`config.mk`:
```
export PLATFORM = sky130hd
export DESIGN_NAME = regfile_write_arbiter
export DESIGN_NICKNAME = d
export VERILOG_FILES = /design/src/rtl/regfile_write_arbiter.sv
export VERILOG_INCLUDE_DIRS = /design/src /design/src/rtl
export SDC_FILE = /design/constraint.sdc
export NUM_CORES = 1
export LEC_CHECK = 0
export CAP_MARGIN = 10
export CORE_ASPECT_RATIO = 1.25
export CORE_MARGIN = 2
export CORE_UTILIZATION = 41
export DETAILED_ROUTE_END_ITERATION = 6
export GPL_TIMING_DRIVEN = 1
export PLACE_DENSITY = 0.83
export SETUP_SLACK_MARGIN = 0.5
export SLEW_MARGIN = 0
export SYNTH_ARGS = -nofsm -noshare
export SYNTH_HDL_FRONTEND = slang
export SYNTH_SLANG_ARGS = --single-unit
```
`constraint.sdc`:
```
create_clock -name clk -period 6.3 [get_ports clk]
set_clock_uncertainty 0.05 [all_clocks]
set_input_delay 1.89 -clock clk [delete_from_list [all_inputs] [get_ports clk]]
set_output_delay 1.89 -clock clk [all_outputs]
set_load 0.01 [all_outputs]
```
`src/rtl/definitions.vh`:
```
// rtl/definitions.vh - shared datapath width definitions
`ifndef DEFINITIONS_VH
`define DEFINITIONS_VH
`define WORD 32
`endif

```
`src/rtl/regfile_write_arbiter.sv`:
```
// rtl/regfile_write_arbiter.sv - two-requester regfile write-port arbiter
// Round-robin priority with a bounded lock, one-cycle registered write, X31 writes dropped.
`ifndef WORD
`include "definitions.vh"
`endif

module regfile_write_arbiter #(
  parameter int MAX_LOCK = 4
) (
  input  logic              clk,
  input  logic              reset,
  input  logic              req0_valid,
  input  logic [4:0]        req0_reg,
  input  logic [`WORD-1:0]  req0_data,
  input  logic              req0_lock,
  output logic              req0_ready,
  input  logic              req1_valid,
  input  logic [4:0]        req1_reg,
  input  logic [`WORD-1:0]  req1_data,
  input  logic              req1_lock,
  output logic              req1_ready,
  output logic [4:0]        write_register,
  output logic [`WORD-1:0]  write_data,
  output logic              RegWrite,
  output logic              grant_id,
  output logic              dropped_xzr
);

  typedef enum logic [1:0] {IDLE, LOCK0, LOCK1} state_t;

  localparam logic [3:0] MaxLock = 4'(MAX_LOCK);

  state_t           state_q, state_d;
  logic             rr_q, rr_d;
  logic [2:0]       lock_cnt_q, lock_cnt_d;
  logic             regwrite_q, dropped_q, grant_q;
  logic [4:0]       wreg_q;
  logic [`WORD-1:0] wdata_q;

  logic             pri, sel, xfer, sel_lock, owner, owner_valid;
  logic [4:0]       sel_reg;
  logic [`WORD-1:0] sel_data;
  logic [3:0]       cnt_inc;

  always_comb begin
    pri = rr_q;
    if (state_q == LOCK0) pri = 1'b0;
    else if (state_q == LOCK1) pri = 1'b1;
    sel      = (req0_valid && req1_valid) ? pri : req1_valid;
    xfer     = !reset && (req0_valid || req1_valid);
    sel_lock = sel ? req1_lock : req0_lock;
    sel_reg  = sel ? req1_reg : req0_reg;
    sel_data = sel ? req1_data : req0_data;
  end

  assign req0_ready = xfer && !sel;
  assign req1_ready = xfer && sel;

  always_comb begin
    state_d     = state_q;
    rr_d        = rr_q;
    lock_cnt_d  = lock_cnt_q;
    owner       = (state_q == LOCK1);
    owner_valid = owner ? req1_valid : req0_valid;
    cnt_inc     = {1'b0, lock_cnt_q} + 4'd1;
    case (state_q)
      IDLE: begin
        if (xfer) begin
          if (sel_lock) begin
            state_d    = sel ? LOCK1 : LOCK0;
            lock_cnt_d = 3'd1;
          end else begin
            rr_d = !sel;
          end
        end
      end
      LOCK0, LOCK1: begin
        // lock_cnt counts grants already held; the grant that reaches MAX_LOCK releases
        if (!owner_valid || !sel_lock || cnt_inc >= MaxLock) begin
          state_d    = IDLE;
          rr_d       = !owner;
          lock_cnt_d = 3'd0;
        end else begin
          lock_cnt_d = cnt_inc[2:0];
        end
      end
      default: begin
        state_d    = IDLE;
        lock_cnt_d = 3'd0;
      end
    endcase
  end

  always_ff @(posedge clk) begin
    if (reset) begin
      state_q    <= IDLE;
      rr_q       <= 1'b0;
      lock_cnt_q <= 3'd0;
      regwrite_q <= 1'b0;
      dropped_q  <= 1'b0;
      grant_q    <= 1'b0;
      wreg_q     <= 5'd0;
      wdata_q    <= '0;
    end else begin
      state_q    <= state_d;
      rr_q       <= rr_d;
      lock_cnt_q <= lock_cnt_d;
      regwrite_q <= 1'b0;
      dropped_q  <= 1'b0;
      if (xfer) begin
        grant_q <= sel;
        if (sel_reg == 5'd31) begin
          dropped_q <= 1'b1;
        end else begin
          regwrite_q <= 1'b1;
          wreg_q     <= sel_reg;
          wdata_q    <= sel_data;
        end
      end
    end
  end

  assign write_register = wreg_q;
  assign write_data     = wdata_q;
  assign RegWrite       = regwrite_q;
  assign grant_id       = grant_q;
  assign dropped_xzr    = dropped_q;

endmodule
```
==> results.md, run 1 <==
- VDD sags by at most 0.1321 mV.
- The slew of the pin with the lowest slew margin is 0.7018 ns.
- In this run the critical register-to-register path is launched from state_q[1].
- The min-delay analysis places its worst path in the category reg -> reg.
- After detailed routing, the number of vias per cell comes to 5.242.
- The count of instances resized after the clock tree is built is 0.
- Entering global routing, the biggest net connects 74 pins.
- CTS placed an instance of clkbuf_8 at the clock tree root.
- The setup TNS is 0 ns.
- The capturing point of the worst reg2reg path is write_data[30].
- At the end of the flow, the number of nets in the layout was 476.
- For this run, the number of standard cells in the final layout without fillers is 454.
- The tool flagged a number of max-cap violations equal to 0.
- The remaining antenna violation count is 0.
- The async set or reset register ratio after synthesis is 0%.
- Yosys attributes the largest share of cell area to dfxtp_1, nand2_1, a311oi_1.
- The number of hold violations in the final report is 0.
- The number of nets produced by synthesis is 364.
- During synthesis, Yosys emitted a total of 0 warnings.
- The share of the core filled with cells is 68.87%.
- The type of element capturing the critical path is an output port.
- Setup violations remaining at the end of the flow were counted as 0.
- The number of clock sinks is 46.
- Once placement completed, the tool counted placed cells totaling 446.
- The detailed placement HPWL is 4.882 mm.
- The start point of the critical path is req1_valid.
- In this run the number of H-tree levels came out at 2.
- The post-route clock period utilization is 87.23%.
- The top cell type by area accounts for 42.06% of the synthesized area.
- At the worst endpoint, the arrival time is 3.56 ns.
- A synthesized cell averages 7.848 um2.
- In the synthesized netlist the dominant register cell turns out to be dfxtp_1.
- The overall power after layout is 0.7424 mW.
- The core region is 5116 um2.
- The wire length of the first global-routing pass is 10.61 mm.
- The count of pins over their slew limit is 0.
- Cells with a size suffix above 1 make up 5.102% of the layout.
- The cell area that synthesis handed to floorplanning was 2190 um2.
- Setup repair after global routing left no endpoint under its margin.
- After detailed routing, the number of remaining DRC violations is 0.
- The end point of the critical path is req1_ready.
- The later pin in the worst-skew pair is clocked with a latency of 0.29 ns.
- The commonest cells after synthesis are nand2_1, dfxtp_1, nor2_1, a311oi_1, clkbuf_1.
- The cell with the most instances after synthesis is nand2_1.
- The power density relative to cell area is 210.7 nW/um2.
- Of the total synthesized cell area, the portion taken by XOR and XNOR cells is 0%.
- The worst reg-to-reg path cell count is 9.
- The floorplan step set the die width to 69.37 um.
- The CTS tree is yes.
- The number of rows in the core area is 29.
- The run finished with clean final reports.
- The number of top-level pins is 122.
- Routability-driven placement finished with a final weighted congestion of 0.8351.
- The worst register-to-register path has a setup slack of 3.56 ns.
- The proportion of synthesized chip area in sequential cells is 42.06%.
- The synthesized netlist cell count is 279.
- The initial standard-cell utilization of the core is 42.80%.
- After Yosys synthesis, and, or, nand and nor cells account for 24.29% of the synthesized area.
- The height of the die is 85.71 um.
- The buffer levels on the longest clock path is 2.
- The die covers 5945 um2.
- The top fanout value on the critical path is 8.
- Before antenna repair, the detailed router went through 4 iterations.
- The share of the synthesized area in compound gates (AO/OA/AOI/OAI) is 23.71%.
- The total global routing track utilization is 21.91%.
- The number of buffers added by the clock tree synthesis step is 5.
- The count of input and output buffers is 121.
- After the first detailed-routing iteration, the DRC count stood at 110.
- The achievable clock frequency is 182.0 MHz.
- Buffers inserted to repair hold after CTS numbered 0.
- The finished cells cover 3523 um2.
- The overall routed net length is 6.685 mm.
- The required time reported for the critical path endpoint is 4.36 ns.
- The critical path class is in -> out.
- In the final routed layout, each cell accounts on average for 14.72 um.
- The count of antenna diodes in the layout is 0.
- The initial antenna violation count came to 0.
- Relative to the synthesized area, the layout overhead comes to 60.91%.
- The number of global-route vias before repair is 2287.
- The unique cell type count in the Yosys netlist is 33.
- The number of flops mapped to enable cells by yosys is 0.
- The minimum clock period is 5.495 ns.
- Summing over every cut layer, the via total after detailed routing is 2380.
- The clock transition time at the flip-flop clock pins of the worst setup and hold paths is 0.08 ns.
- The post-synthesis adder-cell area fraction is 2.857%.
- Of all cell types, the one taking the most synthesized area is dfxtp_1.
- STA classifies the critical path startpoint as an input pin.
- The total congestion overflow after global routing is 0.
- The normalized max-slew margin is 53.22%.
- The total setup buffers inserted after CTS is 0.
- After detailed placement, the total cell area comes to 3432 um2.
- The number of flip-flops and latches in the synthesized netlist is 46.
- Along the worst hold path, the cell count comes to 2.
- After synthesis, the largest family of logic cells by area is simple AND/OR/NAND/NOR gates.
- The total leakage power is 1.373 nW.
- The portion of synthesized area spent on multiplexers is 1.371%.
==> cell families after synthesis <==
| logic type | Yosys count |
|---|---|
| and+or+nand+nor | 135 |
| AOI/OAI and AO/OA | 60 |
| DFF | 46 |
| buffers and inverters | 30 |
| adders and majority gates | 5 |
| muxes | 3 |
==> area by class of cell <==
cell class	count	area [um2]
Tap cell	62	77.57
Inverter	9	33.78
Clock inverter	1	5.005
Sequential cell	46	920.9
Clock buffer	7	86.33
Fill cell	450	1593
Timing Repair Buffer	126	1249
Multi-Input combinational cell	203	1151
==> layout by cell type (no fill, tap or decap), types with 2 or more instances in the layout <==
master           instances
nand2_1                 85
nand3_1                  2
o32ai_1                  3
a311oi_1                36
buf_4                    5
o21ai_0                  2
o21a_1                   2
mux2i_1                  3
o21ba_2                  2
clkdlybuf4s50_1        121
nor3_1                   2
inv_1                    8
nor2_1                  40
dfxtp_1                 46
a21oi_1                  5
ha_1                     5
clkbuf_8                 6
==> report_power, final <==
part | switching [mW] | internal [mW]
Clock | 0.0946 | 0.0886
Combinational | 0.107 | 0.123
Sequential | 0.0136 | 0.316
==> how the worst min path moves through the flow <==
| stage | from | endpoint | slack (ns) |
|---|---|---|---|
| floorplan | lock_cnt_q[1] | lock_cnt_q[1] | 0.40 |
| finish | grant_id | grant_id | 0.41 |
| detailed placement | grant_id | grant_id | 0.41 |
| global route | grant_id | grant_id | 0.44 |
| CTS | grant_id | grant_id | 0.42 |
| global placement | grant_id | grant_id | 0.40 |
==> critical path, stage by stage <==
cell and delay, ns:
clkdlybuf4s50_1 0.66, nand2_1 0.17, nand2_1 0.15, nand2_1 0.09
inv_1 0.07, clkdlybuf4s50_1 0.52
==> through the flow <==
stage,worst slack [ns],hold slack (ns)
after floorplan,1.617,0.3985
after global placement,0.8523,0.3977
after detailed placement,0.8249,0.4051
after CTS,0.8139,0.4196
after global routing,0.7396,0.4383
final,0.8045,0.4132
==> layer usage <==
layer	part of all wire, %	track usage, %
met1	42	25.62
met2	51	40.30
met3	4.2	3.525
met4	2.8	7.843
met5	0	0
==> registers in the layout, summed over array words and instances, names as in the netlist <==
signal,flops
RegWrite,1
grant_id,1
write_register,5
rr_q,1
lock_cnt_q,3
dropped_xzr,1
write_data,32
state_q,2
No activity file was read; power rests on OpenSTA's default activity.
==> run 2, diff against run 1 <==
GPL_TIMING_DRIVEN = default   (was 1)
clock period = 7.1 ns   (was 6.3 ns; I/O delays follow)
==> run 2 against run 1 <==
Net effect: register-to-register slack better by 0.26 ns; die area stayed put; sequential cell count stayed put; global-route usage is 0.19 points lower; hold slack better by 0.0062 ns.
==> results.md, run 2 (synthesized netlist as in run 1, its figures left out) <==
- The flow ran to the end, and the final reports show no timing, DRC or antenna violations.
- The horizontal die dimension is 69.37 um (unchanged).
- The total setup buffers inserted after CTS is 0 (unchanged).
- The number of nets in the layout is 474 (-0.42%).
- The remaining antenna violation count was 0 (unchanged).
- The count of antenna diodes in the layout is 0 (unchanged).
- STA classifies the critical path endpoint as an output port.
- The overall routed net length is 6.668 mm (-0.25%).
- The count of pins over their slew limit came to 0 (unchanged).
- The part of the power in the clock network is 24.9% (+0.2 points).
- TritonCTS built the clock tree.
- The detailed router's first-iteration violation count is 102 (-7.3%).
- The routability-driven placement congestion ratio is 0.8794 (+5.3%).
- The worst min-delay path category is reg -> reg.
- The count of input and output buffers is 121 (unchanged).
- The wire length of the first global-routing pass is 10.56 mm (-0.46%).
- The total vias in the final route came to 2400 (+0.84%).
- The clock transition time at the flip-flop clock pins of the worst setup and hold paths was 0.08 ns (about the same).
- The largest net degree at the start of global routing is 44 (-41%).
- The worst endpoint data arrival time is 4.02 ns (+0.46 ns).
- The total congestion overflow after global routing was 0 (unchanged).
- The fraction of final layout cells with drive strength greater than 1 is 4.872% (-0.23 points).
- The overall power after layout is 0.6586 mW (-11%).
- The maximum ir drop on the vdd rail came to 0.09347 mV (-29%).
- Setup repair after global routing left no endpoint under its margin.
- The number of clock sinks is 46 (unchanged).
- The slew of the pin with the lowest slew margin was 1.101 ns (+0.3990 ns).
- The full die area is 5945 um2 (unchanged).
- The required time reported for the critical path endpoint is 4.92 ns (+0.56 ns).
- The net load switching power is 0.1916 mW (-11%).
- The residual DRC count was 0 (unchanged).
- In the layout the commonest cells are clkdlybuf4s50_1, nand2_1, dfxtp_1.
- The max-capacitance violation count was 0 (unchanged).
- The worst path uses 87.28% of the clock period.
- The clock insertion delay at the later pin of the skew report came to 0.29 ns (about the same).
- The detailed-router iteration count before antenna repair is 4 (unchanged).
- The proportion of total power due to net switching is 29.10% (+0.16 points).
- The fraction of power consumed by sequential logic is 44.4% (about the same).
- The count of H-tree levels built during CTS came to 2 (unchanged).
- The setup violation total in the final timing report is 0 (unchanged).
- The area of the placeable core is 5116 um2 (unchanged).
- The setup TNS came to 0 ns (unchanged).
- The number of flip-flops in the largest register is 32 (unchanged).
- Leaving out fill and tap cells, the most frequent cell in the layout is clkdlybuf4s50_1.
- The number of hold violations in the final report is 0 (unchanged).
- The minimum hold slack is 0.4194 ns (+0.006166 ns).
- The number of buffers added by the clock tree synthesis step came to 5 (unchanged).
- The per-cell routed wire length is 14.75 um (+0.19%).
- The detailed placement HPWL was 4.833 mm (-1.0%).
- The initial antenna violation count is 0 (unchanged).
- The top fanout value on the critical path is 17 (+9).
- The normalized max-slew margin came to 26.38% (-27 points).
- The critical path class is in -> out.
- The total leakage power came to 1.364 nW (-0.72%).
- The area overhead of the layout relative to synthesis is 60.34%.
- The register area is 920.9 um2 (unchanged).
- STA classifies the critical path startpoint as an input pin.
- The internal power is 0.4670 mW (-11%).
- The mean number of vias per cell is 5.310 (+1.3%).
- The clock root buffer is clkbuf_8.
- The launch point of the worst reg-to-reg path is state_q[1].
- The number of rows in the core area came to 29 (unchanged).
- The area occupied by multi-input gates is 1154 um2 (+0.22%).
- The launch instance of the worst min-delay path is grant_id.
- The height of the die is 85.71 um (unchanged).
- The number of global-route vias before repair is 2284 (-0.13%).
- The total global routing track utilization is 21.72% (-0.19 points).
- The achievable clock frequency is 161.4 MHz.
- The power density relative to cell area is 187.6 nW/um2 (-11%).
- The buffer levels on the longest clock path came to 2 (unchanged).
- The number of top-level pins is 122 (unchanged).
- The number of filler cells placed in the layout is 467 (+3.8%).
- The initial standard-cell utilization of the core is 42.80% (unchanged).
- The combinational group share of total power is 30.7% (-0.2 points).
- The minimum clock period is 6.197 ns.
- Tracing the worst setup path back leads to its startpoint at req1_valid.
[run 2: final cells by class]
cell class	count	area share (%)
Clock buffer	7	2.459
Clock inverter	1	0.1426
Inverter	9	0.9622
Multi-Input combinational cell	203	32.86
Sequential cell	46	26.23
Tap cell	62	2.210
Timing Repair Buffer	124	35.14
[run 2: repair_timing]
| action | CTS | global route |
|---|---|---|
| gates resized for setup | 0 | 1 |
| hold endpoints to repair | 0 | 0 |
| hold buffers | 0 | 0 |
| setup endpoints to repair | 0 | 1 |
[run 2: through the flow]
stage / area, um2 / setup WS, ns / cells / utilization, %
after floorplan: 2190 / 1.937 / 279 / -
after global placement: 3417 / 0.7615 / 444 / 66.79
after detailed placement: 3417 / 0.7507 / 444 / 66.79
after CTS: 3508 / 0.7326 / 452 / 68.57
after global routing: 3511 / 0.7253 / 452 / 68.62
final: 3511 / 0.9034 / 452 / 68.62
[run 2: worst max-delay path, stage by stage]
cell and delay, ns:
clkdlybuf4s50_1 0.67, nand2_1 0.19, nand2_2 0.31, nand2_1 0.12, inv_1 0.06, clkdlybuf4s50_1 0.52
[run 2: path summary, 6_finish.rpt]
kind	slack, ns	cells past startpoint	endpoint
hold reg to reg	0.42	2	grant_id
hold / removal	0.42	2	grant_id
setup reg to reg	3.82	8	write_data[27]
setup / recovery	0.90	6	req1_ready
[run 2: power groups by stage]
stage                     clock network (mW)  logic (mW)  registers [mW]
after floorplan                            0      0.0878           0.307
after global placement                     0       0.200           0.298
after detailed placement                   0       0.202           0.299
after CTS                              0.168       0.203           0.293
after global routing                   0.179       0.219           0.296
final                                  0.164       0.202           0.293
[run 2: metal layers]
layer	vias up	GRT usage, %	wire length, um
met5	-	0	0
met4	0	7.843	185
met3	18	4.348	342
met2	82	38.90	3383
met1	1104	25.69	2756
li1	1196	-	-
==> run 3, diff against run 2 <==
PLACE_DENSITY = 0.85   (was 0.83)
==> run 3 against run 2 <==
Net effect: sequential power about the same; clock power hardly changed; die area unchanged; register-to-register slack improved by 0.02 ns; design area about the same; sequential share of layout area hardly changed; critical path depth did not move; wire length is 1.2% lower; global-route usage increased by 0.52 points; cell count stayed put; combinational power is essentially flat; critical endpoint unchanged; largest power group unchanged.
==> results.md, run 3 (synthesized netlist as in run 1, its figures left out) <==
- The pre-CTS setup slack is 0.7336 ns (-0.01715 ns).
- In the layout the commonest cells are clkdlybuf4s50_1, nand2_1, dfxtp_1.
- The number of flip-flops in the largest register is 32 (unchanged).
- The total leakage power is 1.364 nW (about the same).
- The clock transition time at the flip-flop clock pins of the worst setup and hold paths was 0.08 ns (about the same).
- The power density relative to cell area was 187.2 nW/um2 (-0.22%).
- The area overhead of the layout relative to synthesis is 60.23% (about the same).
- The count of input and output buffers is 121 (unchanged).
- The initial antenna violation count is 0 (unchanged).
- Setup repair after global routing left no endpoint under its margin.
- The placed cell area was 3417 um2 (unchanged).
- Tracing the worst setup path back leads to its startpoint at req1_valid.
- The final worst slack came to 0.7319 ns (-0.1715 ns).
- The total congestion overflow after global routing is 0 (unchanged).
- The detailed-router iteration count before antenna repair was 4 (unchanged).
- The worst setup slack for register-to-register paths is 3.84 ns (+0.02 ns).
- The area of the placeable core is 5116 um2 (unchanged).
- The worst hold path belongs to the class reg -> reg.
- The worst setup path is of the in -> out kind.
- The area occupied by multi-input gates is 1151 um2 (-0.22%).
- The residual DRC count was 0 (unchanged).
- The achievable clock frequency is 157.0 MHz (-2.7%).
- The detailed placement HPWL is 4.878 mm (+0.94%).
- The share of the core filled with cells is 68.57% (about the same).
- The library cell used most frequently in the layout, excluding fill and tap cells, is clkdlybuf4s50_1.
- The setup violation total in the final timing report is 0 (unchanged).
- The overall power after layout is 0.6567 mW (-0.29%).
- The flow ran to the end, and the final reports show no timing, DRC or antenna violations.
- TritonCTS built the clock tree.
- The count of instances resized after the clock tree is built came to 0 (unchanged).
- The slew of the pin with the lowest slew margin is 1.085 ns (-0.01552 ns).
- The count of antenna diodes in the layout is 0 (unchanged).
- The number of rows in the core area came to 29 (unchanged).
- The routability-driven placement congestion ratio is 0.9367 (+6.5%).
- The hold buffer count at cts was 0 (unchanged).
- The number of nets in the layout came to 474 (unchanged).
- The top fanout value on the critical path was 17 (unchanged).
- The horizontal die dimension is 69.37 um (unchanged).
- The max-capacitance violation count is 0 (unchanged).
- The detailed router's first-iteration violation count is 91 (-11%).
- The number of buffers added by the clock tree synthesis step is 5 (unchanged).
- The overall routed net length is 6.587 mm (-1.2%).
- The initial standard-cell utilization of the core was 42.80% (unchanged).
- The wire length of the first global-routing pass is 10.78 mm (+2.0%).
- The largest net degree at the start of global routing came to 48 (+9.1%).
- The minimum clock period is 6.368 ns (+0.1715 ns).
- The full die area was 5945 um2 (unchanged).
- STA classifies the critical path startpoint as an input pin.
- The number of filler cells placed in the layout is 451 (-3.4%).
- The post-route clock period utilization is 89.69% (+2.4 points).
- The launch point of the worst reg-to-reg path is state_q[1].
- The setup TNS was 0 ns (unchanged).
- The mean number of vias per cell is 5.277 (-0.63%).
- The number of hold violations in the final report was 0 (unchanged).
- The count of H-tree levels built during CTS is 2 (unchanged).
- The number of clock sinks is 46 (unchanged).
- The number of global-route vias before repair is 2306 (+0.96%).
- The normalized max-slew margin is 27.38% (+1.0 points).
- The cell area after layout is 3508 um2 (about the same).
- The total vias in the final route is 2385 (-0.63%).
- In this run the clock root is driven by a clkbuf_8.
- The count of pins over their slew limit came to 0 (unchanged).
- The register area is 920.9 um2 (unchanged).
- The total global routing track utilization is 22.24% (+0.52 points).
- The buffer levels on the longest clock path is 2 (unchanged).
- The number of top-level pins is 122 (unchanged).
- The height of the die is 85.71 um (unchanged).
- The per-cell routed wire length is 14.57 um (-1.2%).
- The fraction of final layout cells with drive strength greater than 1 is 4.615% (-0.26 points).
- The clock insertion delay at the later pin of the skew report was 0.30 ns (about the same).
- The worst endpoint data arrival time came to 4.19 ns (+0.17 ns).
- The remaining antenna violation count is 0 (unchanged).
- The worst setup path is captured at an output port.
- The startpoint identified for the worst hold timing path is write_register[4].
- The required time reported for the critical path endpoint is 4.92 ns (about the same).
- The total setup buffers inserted after CTS came to 0 (unchanged).
- The maximum ir drop on the vdd rail is 0.1203 mV (+29%).
[run 3: cell types whose count changed in the layout (fill, tap and decap cells not counted)]
cell     delta
nand2_2     -1
nand2_1     +1
[run 3: final timing paths]
check | cells after the start | to
setup / recovery | 6 | req1_ready
hold / removal | 2 | write_register[4]
setup reg to reg | 8 | write_data[29]
hold reg to reg | 2 | write_register[4]
[run 3: stage by stage]
stage          cells  hold WS (ns)
4_1_cts          452        0.4183
2_1_floorplan    279        0.3985
3_5_place_dp     444        0.4040
6_report         452        0.4163
5_1_grt          452        0.4455
3_3_place_gp     444        0.3942
[run 3: power breakdown]
group          total [mW]  switching [mW]  internal, mW
Sequential          0.292          0.0117         0.281
Combinational       0.201          0.0933         0.108
Clock               0.163          0.0848        0.0786
Total               0.657           0.190         0.467
[run 3: routing by layer]
metal / vias up / track usage, % / wire length [um]
met5: - / 0 / 0
met4: 0 / 7.665 / 144
met3: 12 / 4.348 / 326
met2: 73 / 38.72 / 3380
met1: 1107 / 27.47 / 2734
li1: 1193 / - / -
[run 3: worst max-delay path: stages]
cell and delay (ns):
clkdlybuf4s50_1 0.64, nand2_1 0.18, nand2_1 0.47, nand2_1 0.15, inv_1 0.08, clkdlybuf4s50_1 0.53
[run 3: layout make-up]
cell class / instances / area share, %
tap: 62 / 2.211
sequential: 46 / 26.25
inverter: 9 / 0.9629
clock buffer: 7 / 2.461
clock inverter: 1 / 0.1427
timing repair buffer: 124 / 35.16
multi-input combinational: 203 / 32.81
